<file path="src/rtl/morse_letter_scheduler.sv">
// Queued Morse-code LED player: a small letter FIFO feeding a dot/dash/gap sequencer.
// Optional feature macro MORSE_HEX_EN adds the active-low HEX0 display of the letter in play.
module morse_letter_scheduler #(
  parameter int UNIT_CYCLES = 8388608,
  parameter int FIFO_DEPTH  = 4
) (
  input  logic                               CLOCK_50,
  input  logic                               RESET,
  input  logic                               letter_valid,
  input  logic [2:0]                         letter,
  output logic                               letter_ready,
  output logic                               led,
  output logic                               busy,
  output logic [2:0]                         cur_letter,
  output logic                               letter_done,
  output logic [$clog2(FIFO_DEPTH+1)-1:0]    fifo_count
`ifdef MORSE_HEX_EN
  ,
  output logic [6:0]                         HEX0
`endif
);

  localparam int CNT_W = $clog2(FIFO_DEPTH + 1);
  localparam int PTR_W = $clog2(FIFO_DEPTH);
  localparam int TW    = $clog2(3 * UNIT_CYCLES) + 1;
  localparam logic [TW-1:0]    UNIT_M1 = TW'(UNIT_CYCLES - 1);
  localparam logic [TW-1:0]    TRI_M1  = TW'(3 * UNIT_CYCLES - 1);
  localparam logic [CNT_W-1:0] FULL_CNT = CNT_W'(FIFO_DEPTH);

  typedef enum logic [1:0] {
    S_IDLE = 2'd0,
    S_ON   = 2'd1,
    S_GAP  = 2'd2,
    S_LGAP = 2'd3
  } state_t;

  // Symbol ROM: {element count, pattern left-aligned MSB first, 1 = dash}
  function automatic logic [6:0] symbol_rom(input logic [2:0] code);
    logic [6:0] v;
    case (code)
      3'd0:    v = {3'd2, 4'b0100};
      3'd1:    v = {3'd4, 4'b1000};
      3'd2:    v = {3'd4, 4'b1010};
      3'd3:    v = {3'd3, 4'b1000};
      3'd4:    v = {3'd1, 4'b0000};
      3'd5:    v = {3'd4, 4'b0010};
      3'd6:    v = {3'd3, 4'b1100};
      3'd7:    v = {3'd4, 4'b0000};
      default: v = {3'd1, 4'b0000};
    endcase
    return v;
  endfunction

`ifdef MORSE_HEX_EN
  function automatic logic [6:0] hex_seg(input logic [2:0] code);
    logic [6:0] s;
    case (code)
      3'd0:    s = 7'b0001000;
      3'd1:    s = 7'b0000000;
      3'd2:    s = 7'b1000110;
      3'd3:    s = 7'b1000000;
      3'd4:    s = 7'b0000110;
      3'd5:    s = 7'b0001110;
      3'd6:    s = 7'b1000010;
      3'd7:    s = 7'b0001001;
      default: s = 7'b1111111;
    endcase
    return s;
  endfunction
`endif

  state_t             r_state;
  state_t             w_next;
  logic [TW-1:0]      r_tcnt;
  logic [3:0]         r_pat;
  logic [2:0]         r_len;
  logic [2:0]         r_cur;
  logic               r_led;
  logic               r_busy;
  logic               r_done;
  logic               r_ready;
  logic [CNT_W-1:0]   r_count;
  logic [CNT_W-1:0]   w_count_nxt;
  logic [PTR_W-1:0]   r_wr_ptr;
  logic [PTR_W-1:0]   r_rd_ptr;
  logic [2:0]         r_mem [FIFO_DEPTH];
  logic [2:0]         w_head;
  logic [6:0]         w_sym;
  logic [2:0]         w_cur_nxt;
  logic               w_push;
  logic               w_pop;
  logic               w_done;
  logic               w_shift;
  logic               w_leave;

  assign w_push    = letter_valid && (r_count != FULL_CNT);
  assign w_head    = r_mem[r_rd_ptr];
  assign w_sym     = symbol_rom(w_head);
  assign w_leave   = (w_next != r_state);
  assign w_cur_nxt = w_pop ? w_head : r_cur;

  // Next-state logic; pops are decided on the pre-push occupancy
  always_comb begin
    w_next  = r_state;
    w_pop   = 1'b0;
    w_done  = 1'b0;
    w_shift = 1'b0;
    case (r_state)
      S_IDLE: begin
        if (r_count != '0) begin
          w_pop  = 1'b1;
          w_next = S_ON;
        end else begin
          w_next = S_IDLE;
        end
      end
      S_ON: begin
        if (r_tcnt == (r_pat[3] ? TRI_M1 : UNIT_M1)) begin
          if (r_len > 3'd1) begin
            w_shift = 1'b1;
            w_next  = S_GAP;
          end else begin
            w_done = 1'b1;
            w_next = S_LGAP;
          end
        end else begin
          w_next = S_ON;
        end
      end
      S_GAP: begin
        if (r_tcnt == UNIT_M1) begin
          w_next = S_ON;
        end else begin
          w_next = S_GAP;
        end
      end
      S_LGAP: begin
        if (r_tcnt == TRI_M1) begin
          if (r_count != '0) begin
            w_pop  = 1'b1;
            w_next = S_ON;
          end else begin
            w_next = S_IDLE;
          end
        end else begin
          w_next = S_LGAP;
        end
      end
      default: w_next = S_IDLE;
    endcase
  end

  // Occupancy update for simultaneous push/pop
  always_comb begin
    w_count_nxt = r_count;
    if (w_push && !w_pop) begin
      w_count_nxt = r_count + CNT_W'(1);
    end else if (!w_push && w_pop) begin
      w_count_nxt = r_count - CNT_W'(1);
    end else begin
      w_count_nxt = r_count;
    end
  end

  // FIFO storage
  always_ff @(posedge CLOCK_50) begin
    if (w_push) begin
      r_mem[r_wr_ptr] <= letter;
    end
  end

  // FIFO pointers, occupancy and ready flag
  always_ff @(posedge CLOCK_50 or posedge RESET) begin
    if (RESET) begin
      r_wr_ptr <= '0;
      r_rd_ptr <= '0;
      r_count  <= '0;
      r_ready  <= 1'b1;
    end else begin
      if (w_push) r_wr_ptr <= r_wr_ptr + PTR_W'(1);
      if (w_pop)  r_rd_ptr <= r_rd_ptr + PTR_W'(1);
      r_count <= w_count_nxt;
      r_ready <= (w_count_nxt != FULL_CNT);
    end
  end

  // State register
  always_ff @(posedge CLOCK_50 or posedge RESET) begin
    if (RESET) begin
      r_state <= S_IDLE;
    end else begin
      r_state <= w_next;
    end
  end

  // Element shift register, unit timer and current letter
  always_ff @(posedge CLOCK_50 or posedge RESET) begin
    if (RESET) begin
      r_tcnt <= '0;
      r_pat  <= 4'd0;
      r_len  <= 3'd0;
      r_cur  <= 3'd0;
    end else begin
      r_tcnt <= (w_leave || r_state == S_IDLE) ? '0 : r_tcnt + TW'(1);
      if (w_pop) begin
        r_len <= w_sym[6:4];
        r_pat <= w_sym[3:0];
      end else if (w_shift) begin
        r_len <= r_len - 3'd1;
        r_pat <= {r_pat[2:0], 1'b0};
      end
      r_cur <= w_cur_nxt;
    end
  end

  // Registered outputs follow the next state so they align with it
  always_ff @(posedge CLOCK_50 or posedge RESET) begin
    if (RESET) begin
      r_led  <= 1'b0;
      r_busy <= 1'b0;
      r_done <= 1'b0;
    end else begin
      r_led  <= (w_next == S_ON);
      r_busy <= (w_next != S_IDLE);
      r_done <= w_done;
    end
  end

`ifdef MORSE_HEX_EN
  logic [6:0] r_hex;

  // Display shows the letter in play, blank while idle
  always_ff @(posedge CLOCK_50 or posedge RESET) begin
    if (RESET) begin
      r_hex <= 7'b1111111;
    end else begin
      r_hex <= (w_next != S_IDLE) ? hex_seg(w_cur_nxt) : 7'b1111111;
    end
  end

  assign HEX0 = r_hex;
`endif

  assign letter_ready = r_ready;
  assign led          = r_led;
  assign busy         = r_busy;
  assign cur_letter   = r_cur;
  assign letter_done  = r_done;
  assign fifo_count   = r_count;

endmodule

</file>
<file path="config.mk">
export PLATFORM = sky130hd
export DESIGN_NAME = morse_letter_scheduler
export DESIGN_NICKNAME = d
export VERILOG_FILES = /design/src/rtl/morse_letter_scheduler.sv
export SDC_FILE = /design/constraint.sdc
export NUM_CORES = 1
export LEC_CHECK = 0
export ABC_AREA = 0
export BUFFER_PORTS_ARGS = -buffer_cell sky130_fd_sc_hd__buf_2
export CORE_AREA = 4 4 113 72
export CTS_BUF_LIST = sky130_fd_sc_hd__clkbuf_4
export CTS_CLUSTER_SIZE = 40
export DETAILED_ROUTE_END_ITERATION = 6
export DIE_AREA = 0 0 117 76
export PLACE_DENSITY = 0.65
export REMOVE_ABC_BUFFERS = 1
export SETUP_SLACK_MARGIN = 0.15
export SLEW_MARGIN = 20
export SYNTH_ARGS = -nofsm -noshare
export SYNTH_HDL_FRONTEND = slang
export SYNTH_SLANG_ARGS = --single-unit
export TNS_END_PERCENT = 20
</file>
<file path="constraint.sdc">
create_clock -name CLOCK_50 -period 3.8 [get_ports CLOCK_50]
set_clock_uncertainty 0.15 [all_clocks]
set_input_delay 0.19 -clock CLOCK_50 [delete_from_list [all_inputs] [get_ports CLOCK_50]]
set_output_delay 0.19 -clock CLOCK_50 [all_outputs]
set_load 0.01 [all_outputs]
</file>
Yosys cells after proc, flatten, opt, wreduce, memory -nomap -nowiden
Memory sizes are Yosys's and may differ from the RTL's.
Index checks and enable logic that the tools add are counted.
{"block": "totals", "ff_bits": 49, "latch_bits": 0, "ramBits": 12, "mem_bits_ro": 48, "inputBits": 6, "out_inout_bits": 10, "word_cells": 66, "memories": 2}
{"block": "op_classes", "add_sub_neg": 6, "n_mul": 0, "n_div": 0, "n_lt_le_gt_ge": 1, "eq_ne": 10, "shift": 0, "muxes": 25, "n_bitwise": 0, "reduce_logical": 10}
{"name": "(name not given)", "words": 8, "width": 6, "read_ports": 1, "rd_clocked_by_memory_dff": 0, "write_ports": 0, "line": "40", "source": "case (code)"}
{"name": "r_mem", "words": 4, "width": 3, "read_ports": 1, "rd_clocked_by_memory_dff": 0, "write_ports": 1, "line": "86", "source": "logic [2:0] r_mem [FIFO_DEPTH];"}
{"op": "$add 26x1->26 const B", "count": 1}
{"op": "$eq 26x23->1 const B", "count": 1}
{"op": "$eq 26x25->1", "count": 1}
{"op": "$eq 26x25->1 const B", "count": 1}
{"op": "$mux 26", "count": 1}
{"op": "$mux 25", "count": 1}
{"op": "$mux 1", "count": 12}
{"op": "$mux 3", "count": 4}
{"op": "$mux 4", "count": 2}
{"op": "$pmux 2 s4", "count": 1}
{"op": "$mux 2", "count": 3}
{"op": "$ne 3x3->1 const B", "count": 2}
{"op": "$sub 3x1->3 const B", "count": 2}
{"op": "$add 2x1->2 const B", "count": 2}
{"op": "$eq 2x1->1 const B", "count": 2}
{"op": "$eq 2x2->1 const B", "count": 2}
{"op": "$reduce_bool 2->1", "count": 2}
{"op": "$add 3x1->3 const B", "count": 1}
{"op": "$gt 3x1->1 const B", "count": 1}
{"op": "$logic_and 1x1->1", "count": 3}
{"op": "$reduce_bool 3->1", "count": 1}
{"op": "$logic_not 1->1", "count": 2}
{"op": "$logic_not 2->1", "count": 1}
{"op": "$ne 2x2->1", "count": 1}
{"op": "other kinds (2)", "count": 2}

Logic depth before layout (Yosys ltp)
{"block": "depth", "depth_word": 8, "ltp_mapped": 10, "mapped_depth_nobuf": 8}

Worst setup path after synthesis
No wires, ideal clock.
{"block": "synth_path", "path_kind": "register to register", "from": "reg r_tcnt[0]", "to": "reg r_tcnt[4]", "setup_ns": 0.095, "t_arrival_ns": 2.553, "t_required_ns": 3.555, "slack_ns": 1.002, "path_stages_with_launch": 10, "path_buffers": 2, "period_less_slack_ns": 2.798, "path_cell_list": "dfrtp_1 ha_1 nand4_2 or4_1 buf_2 or3_4 a41oi_2 nand3_4 buf_6 nor4_4"}
{"block": "synth_between", "elab_chain_len": 6, "elab_cells_between_ends": 11, "classes_between": "1 x add/sub; 4 x eq/ne; 5 x mux; 1 x reduce/logical"}
{"item": "start, declared", "line": "74", "source": "logic [TW-1:0] r_tcnt;"}
{"item": "start signal, assigned", "line": "204", "source": "r_tcnt <= (w_leave || r_state == S_IDLE) ? '0 : r_tcnt + TW'(1);"}
{"item": "$eq 26x25->1, or another cell as far along", "line": "138", "source": "if (r_tcnt == TRI_M1) begin"}
{"item": "$mux 2 (on tied branches)", "line": "138, 118, 131"}
{"item": "$pmux 2 s4", "line": "108", "source": "case (r_state)"}
{"item": "$ne 2x2->1", "line": "99", "source": "assign w_leave = (w_next != r_state);"}
{"item": "$logic_or 1x1->1", "line": "204"}
{"item": "$mux 26 *", "line": "204"}
Mark *: on every way between the ends. The rest lies on a longest branch, timed or not.
A chain may end at the register's enable or synchronous reset.

Worst setup path after layout
{"block": "layout_path", "from": "reg r_tcnt[0]", "to": "reg r_tcnt[7]"}
Same word-level chain as after synthesis.

==> metrics.yaml <==
status: "complete, no violations"
whs_endpoint: "r_wr_ptr[0]"
syn-cell-area_mm2: 0.00345
grt_remaining_overflow: 0
netlist.area_leader.share_pct: 34.1
worstHoldPathCells: 4
placed_area_mm2: 0.00360
firstDrtPassIters: 4
cp_cell_sequence: "ha_1 -> nand4_2 -> or4_1 -> or3_4 -> a41oi_2 -> nand3_4 -> nor4b_1"
grt_pass1_wl_um: 11200
syn_inst: 297
pin_count: 16
worstPathRequired_ns: 3.97
r2r_end: "r_tcnt[7]"
root_buffer: "clkbuf_4"
avgSynthCellArea_um2: 11.6
arrival_ns: 3.41
route.vias.total: 2278
max-clock-path-buffers: 2
ant_nets: 0
post_cts_buffers: 0
max_stage_delay_ns: 0.70
htree_levels: 3
hold_violations: 0
post_drt_via_cell_ratio: 5.50
cts_tree: "built"
finalSetupViolations: 0
clock_sinks: 60
synth_edf_count: 12
rsz0062_at_grt: "no"
critPathKind: "flop to flop"
diodes: 0
grt.total_usage_pct: 16.1
max-cap-violations: 0
regToRegStartpoint: "r_tcnt[0]"
hp-class: "primary input to flop"
start_kind: "flop"
place_hpwl_um: 4440
numCtsBuffers: 9
die_area_mm2: 0.00889
cts.clk_slew.worst_paths_ns: 0.11
yosysSeqAreaShare_pct: 45.3
cp-end-kind: "flop"
peakVddDrop_mv: 0.354
grt_pass1_vias: 2175
max_freq_mhz: 309
finalWorstPathRequiredPeriod_ns: 3.24
die_w_um: 117
drive_gt1_share_pct: 23.2
die_y_um: 76
drtIter0Drc: 129
power_leakage_uw: 0.00153
std_cell_rows: 24
maxSlewHeadroom_pct: 25.9
wire_per_inst_um: 15.7
place.gp.congestion: 0.902
wl_um: 6510
layout.nets: 343
worstSetupStartpoint: "r_tcnt[0]"
reg2reg_slack_ns: 0.56
yosysTopAreaCell: "dfrtp_1"
antenna_found_initial: 0
drv_slew: 0
min_period_over_period_pct: 85.2
clk-insertion-delay-late_ns: 0.42
r2r_cells: 7
final_cell_mix: "dfrtp_1 (47), nor4_2 (20), ha_1 (19)"
synthArstFlopShare_pct: 80.0
worst-path-stages: 7
hold_start: "letter_valid"
grt_max_degree: 49
initial_utilization_pct: 48.6
cts_resized: 0
layout_commonest_cell: "dfrtp_1"
ys_ff_latch: 60
ys.flop_type: "dfrtp_1"
post-route-util_pct: 53.9
numPortBuffers: 15
syn2layout_area_growth_pct: 10.8
drcViolationCount: 0
setup_tns_ns: 0
final_area_mm2: 0.00382
coreArea_mm2: 0.00709
yosysUniqueCellTypes: 53
yosys_warnings: 0
critPathBufInv: 0
crit_fanout: 26
crit_slowest_cell: "or4_1"
tightest_slew_ns: 1.11
synth_area_leaders: "dfrtp_1 (34%), edfxtp_1 (10%), nor4_2 (7.3%)"
p_per_area_mw_per_mm2: 669
cp_top_family: "simple AND/OR/NAND/NOR gates"
==> power by group <==
group / internal (µW) / leakage, µW / switching, µW / total [µW]
clock network: 335 / 0.0000955 / 242 / 577
registers: 801 / 0.000735 / 108 / 910
logic: 411 / 0.000698 / 656 / 1070
total: 1550 / 0.00153 / 1010 / 2550
==> metrics by stage <==
| stage | cells | power [µW] | setup slack, ns | hold WS [ns] |
|---|---|---|---|---|
| 2_1_floorplan | 283 | 1710 | 0.684 | 0.139 |
| 3_3_place_gp | 394 | 1960 | 0.634 | 0.258 |
| 3_5_place_dp | 394 | 1990 | 0.575 | 0.255 |
| 4_1_cts | 414 | 2570 | 0.541 | 0.147 |
| 5_1_grt | 414 | 2730 | 0.344 | 0.165 |
| 6_report | 414 | 2550 | 0.562 | 0.165 |
==> flip-flops by register name, indices dropped and copies added, names as in the netlist <==
name / cells
busy: 1
cur_letter: 3
fifo_count: 3
led: 1
letter_done: 1
letter_ready: 1
r_len: 3
r_mem: 12
r_pat: 3
r_rd_ptr: 2
r_state: 2
r_tcnt: 26
r_wr_ptr: 2
==> synthesized netlist by cell type, drive strengths merged (2+ instances only) <==
| library cell | number |
|---|---|
| nand4 | 8 |
| o21ai | 6 |
| and4 | 6 |
| nor3 | 5 |
| and2 | 5 |
| buf | 5 |
| nor4b | 3 |
| a211oi | 2 |
| dfrtp | 47 |
| edfxtp | 12 |
| o22ai | 2 |
| ha | 19 |
| inv | 17 |
| xor2 | 16 |
| a41oi | 2 |
| nor4 | 26 |
| clkbuf | 9 |
| nand2 | 14 |
| mux4 | 3 |
| and3 | 4 |
| mux2i | 5 |
| nor2 | 16 |
| a21oi | 8 |
| or4 | 4 |
| mux2 | 6 |
| nand3 | 13 |
| xnor2 | 17 |
==> worst max-delay path by stage <==
stage | slack [ns] | endpoint
floorplan | 0.68 | r_tcnt[1]
global placement | 0.63 | r_tcnt[12]
detailed placement | 0.57 | r_tcnt[2]
CTS | 0.54 | r_tcnt[7]
global route | 0.34 | r_tcnt[2]
finish | 0.56 | r_tcnt[7]
==> metal layers <==
metal,vias to the layer above,GRT usage (%),wire (µm)
li1,1129,-,-
met1,1098,26.6,3650
met2,44,19.6,2510
met4,0,5.84,74
met3,7,3.81,266
met5,-,0,0
==> area by class of cell <==
cell class | instances | area [µm²]
Tap cell | 91 | 114
Clock buffer | 10 | 75.1
Inverter | 17 | 65.1
Multi-Input combinational cell | 206 | 1750
Timing Repair Buffer | 24 | 153
Clock inverter | 6 | 103
Fill cell | 634 | 3270
Sequential cell | 60 | 1560
==> repair_timing <==
item,CTS,global route
setup endpoints to repair,0,0
hold buffers,4,0
hold endpoints to repair,59,0
==> worst min-delay path, delay by kind of cell <==
kind	cells	cell delay, ns
AOI/OAI and AO/OA	1	0.11
xor gates and xnor gates	1	0.13
buffers and inverters	2	0.27
==> cell families after synthesis <==
logic type / Yosys count / share of synthesized area (%)
AOI/OAI and AO/OA: 31 / 6.57
adders and majority gates: 19 / 6.90
and+or+nand+nor: 109 / 22.9
DFF: 60 / 45.3
muxes: 14 / 5.37
buffers and inverters: 31 / 4.28
xor gates and xnor gates: 33 / 8.60
(Power assumes the default switching activity.)
